**config.mk**
```make
export PLATFORM = sky130hd
export DESIGN_NAME = lsu_unit
export DESIGN_NICKNAME = d
export VERILOG_FILES = /design/src/rtl/lsu_unit.sv
export SDC_FILE = /design/constraint.sdc
export NUM_CORES = 1
export LEC_CHECK = 0
export BUFFER_PORTS_ARGS = -buffer_cell sky130_fd_sc_hd__buf_2
export CAP_MARGIN = 20
export CORE_MARGIN = 2
export CORE_UTILIZATION = 45
export CTS_BUF_LIST = sky130_fd_sc_hd__clkbuf_8
export DETAILED_ROUTE_END_ITERATION = 10
export PLACE_DENSITY = 0.76
export SETUP_SLACK_MARGIN = 0.4
export SLEW_MARGIN = 20
export SYNTH_ARGS = -nofsm -noshare
export SYNTH_HDL_FRONTEND = slang
export SYNTH_SLANG_ARGS = --single-unit
```
**constraint.sdc**
```tcl
create_clock -name clk -period 1.95 [get_ports clk]
set_input_delay 0.195 -clock clk [delete_from_list [all_inputs] [get_ports clk]]
set_output_delay 0.195 -clock clk [all_outputs]
set_load 0.02 [all_outputs]
```
**src/rtl/lsu_unit.sv**
```systemverilog
// Multi-cycle RV32I load/store unit: request/grant/response memory handshake,
// byte-lane steering and load extension. Optional LSU_MISALIGN_TRAP_EN traps misaligned accesses.
module lsu_unit #(
    parameter int data_width     = 32,
    parameter int reg_addr_width = 5
) (
    input  logic                      clk,
    input  logic                      rst,
    input  logic                      start,
    input  logic                      is_store,
    input  logic [2:0]                funct3,
    input  logic [data_width-1:0]     base,
    input  logic [data_width-1:0]     offset,
    input  logic [data_width-1:0]     store_data,
    input  logic [reg_addr_width-1:0] rd_addr,
    output logic                      busy,
    output logic                      done,
    output logic                      mem_req,
    output logic                      mem_we,
    output logic [data_width-1:0]     mem_addr,
    output logic [3:0]                mem_be,
    output logic [data_width-1:0]     mem_wdata,
    input  logic                      mem_gnt,
    input  logic                      mem_rvalid,
    input  logic [data_width-1:0]     mem_rdata,
    output logic                      rf_we,
    output logic [reg_addr_width-1:0] rf_waddr,
    output logic [data_width-1:0]     rf_wdata,
    output logic                      misalign
);

    typedef enum logic [1:0] {IDLE, REQ, WAIT_R, WB} state_t;

    state_t state, state_nxt;

    logic [data_width-1:0]     ea;
    logic [data_width-1:0]     addr_p0;
    logic [1:0]                ea_lo_p0;
    logic                      is_store_p0;
    logic [2:0]                funct3_p0;
    logic [reg_addr_width-1:0] rd_p0;
    logic [3:0]                be_p0;
    logic [data_width-1:0]     wdata_p0;
    logic [data_width-1:0]     result_p1;
    logic                      accept;
    logic                      trap_ok;

    function automatic logic [3:0] lane_enables(input logic [2:0] f3, input logic [1:0] lo,
                                                input logic st);
        logic [3:0] be;
        if (!st || f3[1])
            be = 4'b1111;
        else if (f3[0])
            be = lo[1] ? 4'b1100 : 4'b0011;
        else
            be = 4'b0001 << lo;
        return be;
    endfunction

    function automatic logic [data_width-1:0] lane_data(input logic [2:0] f3,
                                                         input logic [data_width-1:0] sd);
        logic [data_width-1:0] wd;
        if (f3[1])
            wd = sd;
        else if (f3[0])
            wd = {2{sd[15:0]}};
        else
            wd = {4{sd[7:0]}};
        return wd;
    endfunction

    // Select the addressed lane, then sign- or zero-extend to full width.
    function automatic logic [data_width-1:0] load_extend(input logic [2:0] f3,
                                                          input logic [1:0] lo,
                                                          input logic [data_width-1:0] rdata);
        logic [4:0]                   amt;
        logic [15:0]                  lane;
        logic signed [7:0]            b_s;
        logic signed [15:0]           h_s;
        logic signed [data_width-1:0] x_s;
        amt  = f3[0] ? {lo[1], 4'b0000} : {lo, 3'b000};
        lane = 16'(rdata >> amt);
        b_s  = $signed(lane[7:0]);
        h_s  = $signed(lane);
        x_s  = '0;
        if (f3[1])
            x_s = $signed(rdata);
        else if (f3[0]) begin
            if (f3[2]) x_s = $signed({{(data_width-16){1'b0}}, lane});
            else       x_s = h_s;
        end else begin
            if (f3[2]) x_s = $signed({{(data_width-8){1'b0}}, lane[7:0]});
            else       x_s = b_s;
        end
        return $unsigned(x_s);
    endfunction

    assign ea     = base + offset;
    assign accept = (state == IDLE) && start;

`ifdef LSU_MISALIGN_TRAP_EN
    logic mis;
    logic mis_p0;

    assign mis = funct3[1] ? (ea[1:0] != 2'b00) : (funct3[0] & ea[0]);

    always_ff @(posedge clk or negedge rst) begin
        if (!rst)
            mis_p0 <= 1'b0;
        else if (accept)
            mis_p0 <= mis;
    end

    assign trap_ok  = !mis_p0;
    assign misalign = (state == WB) && mis_p0;
`else
    assign trap_ok  = 1'b1;
    assign misalign = 1'b0;
`endif

    always_ff @(posedge clk or negedge rst) begin
        if (!rst)
            state <= IDLE;
        else
            state <= state_nxt;
    end

    always_comb begin
        state_nxt = state;
        case (state)
            IDLE: begin
                if (start) begin
`ifdef LSU_MISALIGN_TRAP_EN
                    state_nxt = mis ? WB : REQ;
`else
                    state_nxt = REQ;
`endif
                end
            end
            REQ:    if (mem_gnt) state_nxt = is_store_p0 ? WB : WAIT_R;
            WAIT_R: if (mem_rvalid) state_nxt = WB;
            WB:     state_nxt = IDLE;
            default: state_nxt = IDLE;
        endcase
    end

    // Stage 0: latch the access in the start cycle
    always_ff @(posedge clk or negedge rst) begin
        if (!rst) begin
            addr_p0     <= '0;
            ea_lo_p0    <= '0;
            is_store_p0 <= 1'b0;
            funct3_p0   <= '0;
            rd_p0       <= '0;
            be_p0       <= '0;
            wdata_p0    <= '0;
        end else if (accept) begin
            addr_p0     <= {ea[data_width-1:2], 2'b00};
            ea_lo_p0    <= ea[1:0];
            is_store_p0 <= is_store;
            funct3_p0   <= funct3;
            rd_p0       <= rd_addr;
            be_p0       <= lane_enables(funct3, ea[1:0], is_store);
            wdata_p0    <= lane_data(funct3, store_data);
        end
    end

    // Stage 1: capture extracted load data
    always_ff @(posedge clk or negedge rst) begin
        if (!rst)
            result_p1 <= '0;
        else if ((state == WAIT_R) && mem_rvalid)
            result_p1 <= load_extend(funct3_p0, ea_lo_p0, mem_rdata);
    end

    logic load_wb;
    assign load_wb = (state == WB) && !is_store_p0 && trap_ok;

    assign busy      = (state != IDLE);
    assign done      = (state == WB);
    assign mem_req   = (state == REQ);
    assign mem_we    = mem_req && is_store_p0;
    assign mem_addr  = mem_req ? addr_p0 : '0;
    assign mem_be    = mem_req ? be_p0 : '0;
    assign mem_wdata = mem_req ? wdata_p0 : '0;
    assign rf_we     = load_wb && (rd_p0 != '0);
    assign rf_waddr  = load_wb ? rd_p0 : '0;
    assign rf_wdata  = load_wb ? result_p1 : '0;

endmodule

```
==> results by group <==
Routing
  • Drt pass-1 iters: 5
  • Antenna-violating nets left: 0
  • WL per Instance: 17.38 um
  • DR iter-0 viols: between 400 and 500
  • Residual DRC count: 0
  • Routed via count: 7839
  • Vias per cell: 5.417
  • Routed WL: about 25 mm

STA
  • Final WS setup: roughly 13 ps
  • Hold Slack: between 20 and 25 ps
  • Hold Vio Cnt, Final: 0
  • Final setup fails: 0
  • Final Max Slew Viols: 0
  • Clock skew: about 15 ps
  • RSZ-0062 raised after global routing: true
  • Fin crit share: 0.9932
  • Post-layout min period: 1937 ps
  • Fmax: 516.3 MHz

Power and ir drop
  • Max IR drop VDD: between 0.5 and 0.6 mV
  • Design Power: approximately 14000 uW
  • P_int: slightly below 8000 uW
  • Sw power: approximately 5800 uW
  • Combinational group share of total power: 0.585
  • Leak Pwr: approximately 0.0055 uW
  • Sw frac: 0.4222
  • Register share of total power: 0.299
  • Pwr Density: 1230 mW/mm2
  • Clock power share: 0.116

Yosys
  • Area leader, netlist: dfrtp_1
  • Post-synthesis sequential area ratio: 0.3768
  • Yosys cell types: 55
  • Post-Synthesis Cells: 903
  • Ys flop type: dfrtp_1
  • Post-synth ARST share: 1.000
  • Syn Area/Cell: 8.163 um2
  • Mapped Area: 0.007371 mm2
  • Top cell type's share of synthesized area: 0.3768
  • Top post-synthesis cells by area: dfrtp_1, and2_1, nand2_1
  • Post-synth EDFFs: 0
  • Seq cells post-synth: around 110
  • YS warnings: 0

Worst setup path
  • Critical path fanouts, max: 16
  • CP bufs+invs: 2
  • Critical path's slowest cell: dfrtp_2
  • Crit path capture type: primary output
  • Crit-path max cell delay: between 400 and 500 ps
  • Critical path's top delay family: flip-flops
  • CP Class: reg -> out
  • Worst Setup Start Kind: register
  • CP cell instances: ha_4, nor2b_4, clkbuf_16, and2_1, buf_2
  • CP arrival: between 1500 and 2000 ps
  • CP Data Required Time: approximately 1800 ps

CTS
  • TritonCTS clock tree: built
  • Clock sink total: approximately 110
  • Worst skew pair latency: ~400 ps
  • Total CTS buffers: 9
  • CTS max path bufs: 2
  • Htree depth: 3
  • Clock slew at reported path FFs: about 100 ps
  • Clock Root Buffer: clkbuf_8

GRT
  • Number of global-route vias before repair: roughly 7400
  • Gr usage total: 0.2639
  • First-pass GRT wire length: between 30 and 40 mm
  • Largest net degree at the start of global routing: between 60 and 70
  • Initial antenna violation count: 1
  • GRT overflow: 0

Finish
  • Fin nets: around 1400
  • Cell area after layout: between 0.01 and 0.015 mm2
  • Final Util: 0.6961
  • Share of cells above drive strength 1: 0.4203
  • # fillers: ~1200
  • Area growth syn-to-layout: 50.57%

Status
  • Status: complete, no violations

Die
  • Die Height: between 100 and 150 um
  • Io pins: approximately 250
  • Initial Util: 0.4623
  • Area of the core: 0.01594 mm2
  • Full die area: 0.01742 mm2
  • Die X: 132.0 um
  • Num rows: 46

Placed design
  • Worst slack, placed: -320.8 ps
  • Dpl cell area: roughly 0.0097 mm2
  • PortBufs: roughly 250
  • Routability cong.: 0.9109
  • Detailed placement HPWL: about 17 mm

Min path
  • Worst hold path type: in -> reg

Run
  • MaxCap Viol Count: 0
metal layers:
metal,track usage,share of wire,up-vias
met1,0.3348,0.40,3699
met5,0,0,-
met2,0.4485,0.51,359
met3,0.03883,0.058,71
met4,0.1147,0.038,0
li1,-,-,3710
layout by cell type (no fill, tap or decap), drive strengths merged, types with 3 or more instances in the layout:
master,instances
a41oi,3
and2,108
buf,359
o211ai,7
inv,28
dfrtp,111
a21boi,9
nand2,177
clkbuf,14
a31oi,4
nand4,6
a211oi,10
mux2i,33
nand2b,7
xor2,16
nor2b,4
o22ai,8
o311ai,5
a21oi,68
a31o,4
nor2,47
ha,36
o31ai,4
conb,3
nand3,9
a21o,10
xnor2,12
dlygate4sd3,4
o21ai,90
nor3,6
worst min-delay path, delay by kind of cell:
family | cells | cell delay, ps
AND/OR/NAND/NOR | 2 | 90
buffers and inverters | 1 | 80
area by class of cell:
cell class,count,area [um2],area share
clock buffer,11,151.4,0.01364
sequential,111,2784,0.2508
multi-input combinational,711,4964,0.4472
clock inverter,5,72.57,0.006539
tap,216,270.3,0.02435
antenna,1,2.502,0.0002255
inverter,26,100.1,0.009019
timing repair buffer,366,2754,0.2481
logic make-up after synthesis:
family                     synth area share
AOI/OAI and AO/OA                    0.1933
xor gates and xnor gates            0.03327
adders and majority gates           0.06383
buffers and inverters               0.04464
DFF                                  0.3768
muxes                               0.04787
other                             0.0005088
and+or+nand+nor                      0.2397
state kept, by name, indices dropped and copies added (netlist names):
signal and flops:
be_p0 4, is_store_p0 1, funct3_p0 3, result_p1 32, ea_lo_p0 2, wdata_p0 32, addr_p0 30, state 2
rd_p0 5
path summary, 6_finish.rpt:
check                       startpoint            end  slack, ps  cells past startpoint
setup / recovery              state[1]    rf_wdata[1]         10                      5
hold / removal               funct3[2]   funct3_p0[2]         20                      3
setup reg to reg              state[0]    addr_p0[29]        160                      8
hold reg to reg            wdata_p0[5]    wdata_p0[5]        480                      2
max in group asynchronous          rst       state[1]        910                      3
min in group asynchronous          rst  result_p1[16]        290                      2
through the flow:
step / instances / setup TNS, ps
after global placement: 1391 / -2961
after global routing: 1447 / -157.9
after floorplan: 905 / -37.51
after detailed placement: 1391 / -4036
final: 1447 / 0
after CTS: 1427 / 0
power groups by stage:
stage / Combinational [uW] / Clock, uW / Sequential, uW
floorplan: 4320 / 0 / 3820
global placement: 6130 / 0 / 3990
detailed placement: 6260 / 0 / 4040
CTS: 6800 / 1600 / 3990
global route: 8650 / 1690 / 4210
finish: 7990 / 1580 / 4080
cells in the mapped netlist, drive strengths merged, types with 12 or more instances:
cell    instances
nand2         177
inv            26
dfrtp         111
mux2i          33
nor2           47
ha             36
a21oi          68
xnor2          12
o21ai          90
and2          108
xor2           16
clkbuf         48
what timing repair did:
item                       4_1_cts  5_1_grt
buffers inserted                14       18
gates resized for setup         51      208
hold buffers                     4        0
hold endpoints to repair        33        0
setup endpoints to repair      203      217
pin swaps                       16       36
gates cloned                     2        1
Note: power is estimated with default switching activity, not from simulation.
